==> src/rtl/histogram_bins.sv <==
// -----------------------------------------------------------------------------
// histogram_bins
//
// Histogram accumulator: NUM_BINS counters of COUNT_W bits. Each accepted
// sample increments the bin addressed by its top BIN_W bits. Bins are read
// back through a registered read port. A clear state machine sweeps through
// the bins, zeroing one per cycle.
//
// Optional feature: define HIST_PEAK_EN to track the bin with the highest
// count (peak_bin / peak_count). When undefined, both outputs are tied to 0.
//
// Ports:
//   clk         rising-edge clock for all state
//   rst         asynchronous, active-high reset
//   in_valid    a sample is present on in_sample
//   in_sample   sample; bin = in_sample[SAMPLE_W-1 -: BIN_W]
//   in_ready    a sample can be accepted this cycle (high in IDLE)
//   clear_req   single-cycle pulse that starts a clear sweep
//   busy        clear sweep in progress
//   rd_en       read request, sampled at the clock edge
//   rd_bin      bin to read
//   rd_valid    read data valid (one cycle after rd_en)
//   rd_count    read data; holds its last value when no read is made
//   total_count accepted samples since the last clear, saturating
//   overflow    sticky: some bin reached max (SATURATE=1) or wrapped (=0)
//   peak_bin    index of the bin with the highest count
//   peak_count  highest bin count
// -----------------------------------------------------------------------------
module histogram_bins #(
    parameter int NUM_BINS  = 8,
    parameter int COUNT_W   = 8,
    parameter int SAMPLE_W  = 8,
    parameter int SATURATE  = 1,
    parameter int TOTAL_W   = 16,
    localparam int BIN_W    = $clog2(NUM_BINS)
) (
    input  logic                clk,
    input  logic                rst,
    input  logic                in_valid,
    input  logic [SAMPLE_W-1:0] in_sample,
    output logic                in_ready,
    input  logic                clear_req,
    output logic                busy,
    input  logic                rd_en,
    input  logic [BIN_W-1:0]    rd_bin,
    output logic                rd_valid,
    output logic [COUNT_W-1:0]  rd_count,
    output logic [TOTAL_W-1:0]  total_count,
    output logic                overflow,
    output logic [BIN_W-1:0]    peak_bin,
    output logic [COUNT_W-1:0]  peak_count
);

    typedef enum logic {
        ST_IDLE  = 1'b0,
        ST_CLEAR = 1'b1
    } state_t;

    state_t               state_q, state_d;
    logic [BIN_W-1:0]     sweep_q, sweep_d;
    logic [COUNT_W-1:0]   bins_q [NUM_BINS];
    logic [COUNT_W-1:0]   bins_d [NUM_BINS];
    logic                 rd_valid_q, rd_valid_d;
    logic [COUNT_W-1:0]   rd_count_q, rd_count_d;
    logic [TOTAL_W-1:0]   total_q, total_d;
    logic                 overflow_q, overflow_d;

    logic                 accept;
    logic [BIN_W-1:0]     sample_bin;
    logic [COUNT_W-1:0]   cur_val;
    logic [COUNT_W-1:0]   new_val;
    logic                 at_max;

    // Only the top BIN_W bits select a bin; the remaining sample bits are
    // intentionally ignored.
    logic                 unused_sample_bits;
    assign unused_sample_bits = ^in_sample;

`ifdef HIST_PEAK_EN
    logic [BIN_W-1:0]     peak_bin_q, peak_bin_d;
    logic [COUNT_W-1:0]   peak_count_q, peak_count_d;
`endif

    assign in_ready   = (state_q == ST_IDLE);
    assign busy       = (state_q == ST_CLEAR);
    assign accept     = in_valid && in_ready;
    assign sample_bin = in_sample[SAMPLE_W-1 -: BIN_W];
    assign cur_val    = bins_q[sample_bin];
    assign at_max     = &cur_val;

    // At max the bin either holds (saturating) or rolls over to zero.
    assign new_val = !at_max       ? cur_val + COUNT_W'(1) :
                     (SATURATE != 0) ? cur_val : '0;

    // NOTE: every signal assigned here gets a default first, so no path
    // leaves a value unassigned and no latch is inferred.
    always_comb begin
        state_d    = state_q;
        sweep_d    = sweep_q;
        bins_d     = bins_q;
        total_d    = total_q;
        overflow_d = overflow_q;
        rd_valid_d = rd_en;
        // Reads see the pre-edge contents, so a read racing an increment of
        // the same bin returns the old value.
        rd_count_d = rd_en ? bins_q[rd_bin] : rd_count_q;
`ifdef HIST_PEAK_EN
        peak_bin_d   = peak_bin_q;
        peak_count_d = peak_count_q;
`endif

        if (accept) begin
            bins_d[sample_bin] = new_val;
            if (at_max) begin
                overflow_d = 1'b1;
            end
            if (!(&total_q)) begin
                total_d = total_q + TOTAL_W'(1);
            end
`ifdef HIST_PEAK_EN
            // Strictly greater: ties keep the earlier peak, and a wrap to 0
            // can never lower it.
            if (new_val > peak_count_q) begin
                peak_bin_d   = sample_bin;
                peak_count_d = new_val;
            end
`endif
        end

        unique case (state_q)
            ST_IDLE: begin
                if (clear_req) begin
                    // A sample accepted this cycle still lands in its bin;
                    // the sweep zeroes it afterwards. The summary registers
                    // are zeroed on entry, overriding this cycle's update.
                    state_d    = ST_CLEAR;
                    sweep_d    = '0;
                    total_d    = '0;
                    overflow_d = 1'b0;
`ifdef HIST_PEAK_EN
                    peak_bin_d   = '0;
                    peak_count_d = '0;
`endif
                end
            end
            ST_CLEAR: begin
                // clear_req is ignored here; the sweep never restarts.
                bins_d[sweep_q] = '0;
                sweep_d         = sweep_q + BIN_W'(1);
                if (sweep_q == BIN_W'(NUM_BINS - 1)) begin
                    state_d = ST_IDLE;
                end
            end
            default: state_d = ST_IDLE;
        endcase
    end

    // NOTE: the bin array is built from flops rather than RAM because the
    // bins must read as zero straight out of reset; a RAM cannot be reset.
    // NOTE: sequential state uses non-blocking assignments so every flop
    // samples its pre-edge inputs regardless of statement order.
    always_ff @(posedge clk or posedge rst) begin
        if (rst) begin
            state_q    <= ST_IDLE;
            sweep_q    <= '0;
            bins_q     <= '{default: '0};
            rd_valid_q <= 1'b0;
            rd_count_q <= '0;
            total_q    <= '0;
            overflow_q <= 1'b0;
`ifdef HIST_PEAK_EN
            peak_bin_q   <= '0;
            peak_count_q <= '0;
`endif
        end else begin
            state_q    <= state_d;
            sweep_q    <= sweep_d;
            bins_q     <= bins_d;
            rd_valid_q <= rd_valid_d;
            rd_count_q <= rd_count_d;
            total_q    <= total_d;
            overflow_q <= overflow_d;
`ifdef HIST_PEAK_EN
            peak_bin_q   <= peak_bin_d;
            peak_count_q <= peak_count_d;
`endif
        end
    end

    assign rd_valid    = rd_valid_q;
    assign rd_count    = rd_count_q;
    assign total_count = total_q;
    assign overflow    = overflow_q;

`ifdef HIST_PEAK_EN
    assign peak_bin   = peak_bin_q;
    assign peak_count = peak_count_q;
`else
    assign peak_bin   = '0;
    assign peak_count = '0;
`endif

endmodule

==> config.mk <==
export PLATFORM = sky130hd
export DESIGN_NAME = histogram_bins
export DESIGN_NICKNAME = d
export VERILOG_FILES = /design/src/rtl/histogram_bins.sv
export SDC_FILE = /design/constraint.sdc
export NUM_CORES = 1
export LEC_CHECK = 0
export CORE_MARGIN = 4
export CORE_UTILIZATION = 40
export DETAILED_ROUTE_END_ITERATION = 8
export GPL_ROUTABILITY_DRIVEN = 1
export PLACE_DENSITY_LB_ADDON = 0.3
export RECOVER_POWER = 25
export REMOVE_ABC_BUFFERS = 1
export SKIP_CTS_REPAIR_TIMING = 1
export SYNTH_ARGS = -nofsm -noshare
export SYNTH_HDL_FRONTEND = slang
export SYNTH_SLANG_ARGS = --single-unit
export TNS_END_PERCENT = 20
==> constraint.sdc <==
create_clock -name clk -period 7.2 [get_ports clk]
set_clock_uncertainty 0.1 [all_clocks]
set_input_delay 1.8 -clock clk [delete_from_list [all_inputs] [get_ports clk]]
set_output_delay 1.8 -clock clk [all_outputs]
set_load 0.01 [all_outputs]
==> results of run 1 <==
[cell type report]
| class | instances | area, sq um | share of cell area [%] |
|---|---|---|---|
| well taps | 172 | 215.2 | 3.577 |
| inverters | 8 | 31.28 | 0.5199 |
| clock buffers | 10 | 239.0 | 3.972 |
| repair buffers | 41 | 400.4 | 6.654 |
| multi-input cells | 391 | 2696 | 44.81 |
| clock inverters | 5 | 82.58 | 1.372 |
| flip-flops and latches | 94 | 2352 | 39.09 |
[worst paths after layout]
check	endpoint	slack [ns]	depth (start not counted)	startpoint
hold reg to reg	overflow$_DFF_PP0_	0.39	2	overflow$_DFF_PP0_
hold / removal	overflow$_DFF_PP0_	0.39	2	overflow$_DFF_PP0_
max in group asynchronous	rd_count[5]$_DFFE_PP0P_	2.83	3	rst
setup / recovery	bins_q[47]$_DFF_PP0_	1.75	9	in_sample[5]
min in group asynchronous	total_count[13]$_DFF_PP0_	1.91	2	rst
setup reg to reg	bins_q[47]$_DFF_PP0_	4.41	7	bins_q[9]$_DFF_PP0_
[layer usage]
metal / vias up / share of wire (%) / wire length, um
met5: - / 0 / 0
met4: 0 / 1.3 / 174
met3: 14 / 6.6 / 891
met2: 135 / 48 / 6439
met1: 2042 / 44 / 6001
li1: 1921 / - / -
[metrics by stage]
stage	setup slack, ns	hold WS, ns
after global placement	1.409	0.3784
after floorplan	2.851	0.3805
after global routing	1.472	0.4529
after CTS	1.717	0.4049
final	1.750	0.3928
after detailed placement	1.359	0.3917
[Yosys cell counts (3+ instances only)]
cell type / number / area [sq um]
a21oi_1: 54 / 270.3
a22oi_1: 9 / 67.56
buf_1: 7 / 26.28
buf_2: 4 / 20.02
buf_4: 12 / 90.09
buf_6: 3 / 33.78
clkbuf_1: 11 / 41.29
dfrtp_1: 94 / 2352
ha_1: 4 / 50.05
inv_1: 8 / 30.03
mux2_2: 4 / 45.04
mux2i_1: 17 / 170.2
mux4_2: 30 / 675.7
nand2_1: 39 / 146.4
nand2b_1: 8 / 50.05
nand3_1: 33 / 165.2
nand4_1: 5 / 31.28
nor2_1: 56 / 210.2
nor2b_1: 7 / 43.79
nor3_1: 17 / 85.08
nor4_1: 3 / 18.77
o21ai_0: 45 / 225.2
or3_1: 12 / 75.07
xnor2_1: 7 / 61.31
xor2_1: 3 / 26.28
[worst max-delay path, stage by stage]
cell and delay (ns):
clkdlybuf4s50_1 1.19, buf_4 0.36, mux4_2 0.52, mux2_2 0.34, ha_1 0.23, nand3_2 0.14, nand2_1 0.08, mux2i_1 0.68
a21oi_1 0.17
[cell families after synthesis]
| family | count (synthesis) | share of synthesized area (%) |
|---|---|---|
| multiplexers | 52 | 17.22 |
| AO/OA/AOI/OAI | 119 | 12.48 |
| flip-flops | 94 | 44.78 |
| XOR/XNOR | 11 | 1.977 |
| other | 1 | 0.07139 |
| buffers and inverters | 45 | 4.598 |
| AND/OR/NAND/NOR | 194 | 17.91 |
| adder cells (fa/ha/maj) | 4 | 0.9529 |
[power by group through the flow]
stage	Combinational (mW)	Sequential, mW	Clock [mW]
final	0.443	0.724	0.517
after global routing	0.492	0.741	0.550
after CTS	0.453	0.722	0.528
after detailed placement	0.451	0.731	0
after global placement	0.441	0.725	0
after floorplan	0.278	0.713	0
[sequential cells by signal, summed over array words and instances, names as in the netlist]
name / flops
bins_q: 64
rd_valid: 1
overflow: 1
busy: 1
total_count: 16
sweep_q: 3
rd_count: 8
==> metrics.md, run 1 <==
| Metric | Value |
|---|---|
| All-Layer GR Usage | `19.38%` |
| Worst-Skew Late Latency | `0.34 ns` |
| GR Util met2 | `30.88%` |
| GRT overflow | `0` |
| Ys flop type | `dfrtp_1` |
| Setup violations, final | `0` |
| Boundary pin count | `55` |
| Fin crit share | `75.70%` |
| Maximum buffer depth of the clock tree | `2` |
| Hold Violations, Final | `0` |
| Layout cell share with drive strength beyond 1 | `a little under an eighth` |
| CTS tree | `done` |
| Gr busiest metal | `met2` |
| Worst path arrival time | `roughly 5.5 ns` |
| Pwr dens | `279.9 nW/um^2` |
| Inst Count DP | `706` |
| Synthesized instance count | `520` |
| Post-Syn Area | `5253 sq um` |
| Failing checks | `capacitance limit, slew limit` |
| WL per Instance | `around 19 um` |
| Post-place instance area | `around 5700 sq um` |
| Width of the die | `122.6 um` |
| Max-slew headroom | `-26.87%` |
| First-pass GRT wire length | `22.30 mm` |
| Avg Cell Area, Syn | `10.10 sq um` |
| Ant. Diodes | `0` |
| Die Y | `122.6 um` |
| Static Leak | `2.527 nW` |
| Antenna violations before repair | `0` |
| Clock Pin Slew Worst Setup and Hold Paths | `0.06 ns` |
| Routed Antenna Nets | `0` |
| Area growth syn-to-layout | `14.55%` |
| Async set-reset flop share out of synthesis | `100.0%` |
| # rows | `41` |
| Root Buffer | `clkbuf_16` |
| Sw Share | `33.19%` |
| DR iter-0 viols | `382` |
| VDD IR max | `170.9 uV` |
| Via count | `roughly 4100` |
| Clk sinks | `between 90 and 100` |
| Most common cell after layout, fill and taps aside | `dfrtp_1` |
| Worst-path fanout max | `15` |
| Nets | `approximately 570` |
| Met3 GRT Util | `4.147%` |
| Hold Path Class | `reg2reg` |
| Worst setup SP type | `primary input` |
| Inserted Clock Buffers | `9` |
| Clock share of power | `between 30% and 40%` |
| Final min period | `around 5.5 ns` |
| Initial Util | `41.29%` |
| Finished Core Util | `between 40% and 50%` |
| Worst Setup End Kind | `flop` |
| Total negative slack | `0 ns` |
| Share of the yosys chip area belonging to registers | `44.78%` |
| F_max | `about 0.18 GHz` |
| Worst slew pin tran | `1.903 ns` |
| Met1 Use GR | `27.01%` |
| Synth cell types | `48` |
| Final instance area | `6017 sq um` |
| Kind of critical path | `in2reg` |
| Pin count of the biggest net entering global routing | `79` |
| EDFF count, synth | `0` |
| DR vias/cell | `5.703` |
| Outcome | `finished with violations` |
| Post-DP HPWL | `9.429 mm` |
| Vias in the first global route | `4134` |
| Drt pass-1 iters | `5` |
| Post-Layout Cell Count | `721` |
| Placer's final routability congestion estimate | `0.8432` |
| Req. time, crit path | `7.27 ns` |
| Number of H-tree levels | `3` |
| DIE AREA | `around 15000 sq um` |
| Switch Pwr | `about 560 uW` |
| Yosys reg bits | `94` |
| Logic pwr share | `26.3%` |
| # Max-Cap Violations | `1` |
| Flop pwr share | `a little over two fifths` |
| Internal power | `1.125 mW` |
| Ys Warns | `0` |
| Drt drc | `0` |
| RSZ-0062 raised after global routing | `no` |
| Fin. max-slew vios | `79` |
| Fillcell total | `approximately 1200` |
| Final Routed Wirelength | `13.51 mm` |
| Final Power | `between 1.5 and 2 mW` |
| Highest-count cells in the layout ignoring fill and taps | `dfrtp_1 (94), nor2_1 (56), a21oi_1 (54)` |
| CORE AREA | `between 10000 and 15000 sq um` |
| I/O Buffers | `38` |
Power figures use the tool's default switching activity.
==> inputs of run 2 (changes only) <==
==> constraint.sdc (replaced) <==
create_clock -name clk -period 5.4 [get_ports clk]
set_clock_uncertainty 0.1 [all_clocks]
set_input_delay 1.35 -clock clk [delete_from_list [all_inputs] [get_ports clk]]
set_output_delay 1.35 -clock clk [all_outputs]
set_load 0.01 [all_outputs]
==> metrics.md, run 2 (synthesis results as in run 1) <==
| Metric | Value |
|---|---|
| Most flops, register | `bins_q` |
| Boundary pin count | `between 50 and 60` |
| I/O Buffers | `38` |
| Fin crit share | `80.26%` |
| Outcome | `finished with violations` |
| Width of the die | `around 120 um` |
| Top Family by Delay on Critical Path | `simple AND/OR/NAND/NOR gates` |
| Number of H-tree levels | `3` |
| DR vias/cell | `5.681` |
| Routed Antenna Nets | `0` |
| Max layer used | `met4` |
| GRT overflow | `0` |
| Wire length on met2 | `6.350 mm` |
| Worst path arrival time | `4.44 ns` |
| CORE AREA | `12720 sq um` |
| F_max | `~0.23 GHz` |
| CP startpoint | `in_sample[6]` |
| Worst Setup End Kind | `flop` |
| Inserted Clock Buffers | `9` |
| Drt pass-1 iters | `5` |
| Fin. max-slew vios | `52` |
| R2R depth | `7` |
| RSZ-0062 raised after global routing | `no` |
| CTS tree | `done` |
| Crit path depth | `7` |
| Pwr dens | `~370 nW/um^2` |
| Ant. Diodes | `0` |
| Flop pwr share | `43.4%` |
| Hold Path Class | `reg2reg` |
| Antenna violations before repair | `0` |
| Worst-Skew Late Latency | `0.34 ns` |
| Fin worst setup slack | `1.066 ns` |
| Worst R2R Setup Slack | `2.75 ns` |
| Via count | `4130` |
| Drt drc | `0` |
| Logic pwr share | `27.3%` |
| Setup violations, final | `0` |
| DIE AREA | `15030 sq um` |
| Total negative slack | `0 ns` |
| Final Routed Wirelength | `13.40 mm` |
| Critical path endpoint | `bins_q[30]$_DFF_PP0_` |
| Most common cell after layout, fill and taps aside | `dfrtp_1` |
| Layout cell share with drive strength beyond 1 | `12.25%` |
| Root Buffer | `clkbuf_16` |
| CP max-delay cell | `clkdlybuf4s50_1` |
| Nets | `570` |
| Post-DP HPWL | `about 9.4 mm` |
| Maximum buffer depth of the clock tree | `2` |
| DR WL met3 | `900 um` |
| R2r startpoint | `bins_q[0]$_DFF_PP0_` |
| Static Leak | `2.468 nW` |
| Max-slew headroom | `-50.42%` |
| WL per Instance | `18.43 um` |
| # rows | `41` |
| Clk sinks | `94` |
| Failing checks | `capacitance limit, slew limit` |
| VDD IR max | `199.4 uV` |
| Worst path max stage delay | `1.06 ns` |
| Fillcell total | `1236` |
| Worst setup SP type | `primary input` |
| Req. time, crit path | `5.50 ns` |
| # Max-Cap Violations | `1` |
| R2r endpoint | `bins_q[27]$_DFF_PP0_` |
| Highest-count cells in the layout ignoring fill and taps | `dfrtp_1 (94), nor2_1 (56), a21oi_1 (54)` |
| Final min period | `around 4.3 ns` |
| Die Y | `122.6 um` |
| Placer's final routability congestion estimate | `just under 0.9` |
| Clock share of power | `29.4%` |
| Worst slew pin tran | `2.244 ns` |
| Switch Pwr | `750.3 uW` |
| Initial Util | `41.29%` |
| DR iter-0 viols | `317` |
| Buffers and inverters on the worst path | `1` |
| Max reg flops | `64` |
| First-pass GRT wire length | `roughly 22 mm` |
| Clock Pin Slew Worst Setup and Hold Paths | `0.07 ns` |
| Worst-path cell chain | `clkdlybuf4s50_1 -> mux4_2 -> mux2i_1 -> or3_1 -> or4_1 -> nand3_1 -> a21oi_1` |
| Vias in the first global route | `between 4000 and 5000` |
| Dpl ws | `about 0.74 ns` |
| Sw Share | `33.51%` |
| Kind of critical path | `in2reg` |
| Hold Violations, Final | `0` |
| Area growth syn-to-layout | `15.10%` |
| Pin count of the biggest net entering global routing | `52` |
| Internal power | `1.488 mW` |
| All-Layer GR Usage | `19.24%` |
| WL met1 | `5.958 mm` |
| Worst-path fanout max | `16` |
-- run 2: changes by cell type in the layout (fill, tap and decap cells not counted), sizes merged --
cell / delta
dlygate4sd3: -26
clkdlybuf4s50: +26
clkinv: -1
buf: +6
inv: -1
bufinv: -1
clkinvlp: +3
-- run 2: worst min-delay path by stage --
stage / start / cells past startpoint / slack, ns / end
after floorplan: bins_q[12]$_DFF_PP0_ / 2 / 0.38 / bins_q[12]$_DFF_PP0_
after global placement: overflow$_DFF_PP0_ / 2 / 0.38 / overflow$_DFF_PP0_
after detailed placement: bins_q[4]$_DFF_PP0_ / 2 / 0.41 / bins_q[4]$_DFF_PP0_
after CTS: bins_q[4]$_DFF_PP0_ / 2 / 0.43 / bins_q[4]$_DFF_PP0_
after global routing: bins_q[12]$_DFF_PP0_ / 2 / 0.46 / bins_q[12]$_DFF_PP0_
final: rd_count[5]$_DFFE_PP0P_ / 2 / 0.43 / rd_count[5]$_DFFE_PP0P_
-- run 2: routing by layer --
metal / global-route usage, % / vias to the layer above
met5: 0 / -
met4: 5.528 / 0
met3: 4.424 / 13
met2: 31.19 / 131
met1: 25.98 / 2055
li1: - / 1931
-- run 2: area by class of cell --
class                           count  area [sq um]  area share [%]
Clock buffer                       11         252.7           4.180
Timing Repair Buffer               46         440.4           7.285
Inverter                            8         31.28          0.5174
Sequential cell                    94          2352           38.91
Multi-Input combinational cell    391          2696           44.60
Clock inverter                      5         57.56          0.9520
Tap cell                          172         215.2           3.560
-- run 2: metrics by stage --
stage	hold slack, ns	area [sq um]	power [mW]	instances	util, %
2_1_floorplan	0.3805	5079	1.322	493	-
3_3_place_gp	0.3783	5736	1.558	711	45.08
3_5_place_dp	0.4133	5736	1.585	711	45.08
4_1_cts	0.4276	6046	2.246	727	47.52
5_1_grt	0.4551	6046	2.364	727	47.52
6_report	0.4259	6046	2.239	727	47.52
-- run 2: power groups by stage --
| stage | clock network (mW) | logic, mW | registers [mW] |
|---|---|---|---|
| after CTS | 0.669 | 0.611 | 0.966 |
| after detailed placement | 0 | 0.608 | 0.977 |
| after global routing | 0.697 | 0.678 | 0.988 |
| after floorplan | 0 | 0.371 | 0.951 |
| final | 0.657 | 0.610 | 0.971 |
| after global placement | 0 | 0.590 | 0.968 |
-- run 2: worst register-to-register path: cells and delay by family, from the launching register on --
family | cells | cell delay [ns]
AND/OR/NAND/NOR | 2 | 0.39
flip-flops | 1 | 0.40
multiplexers | 2 | 0.82
AO/OA/AOI/OAI | 2 | 0.57
adder cells (fa/ha/maj) | 1 | 0.24
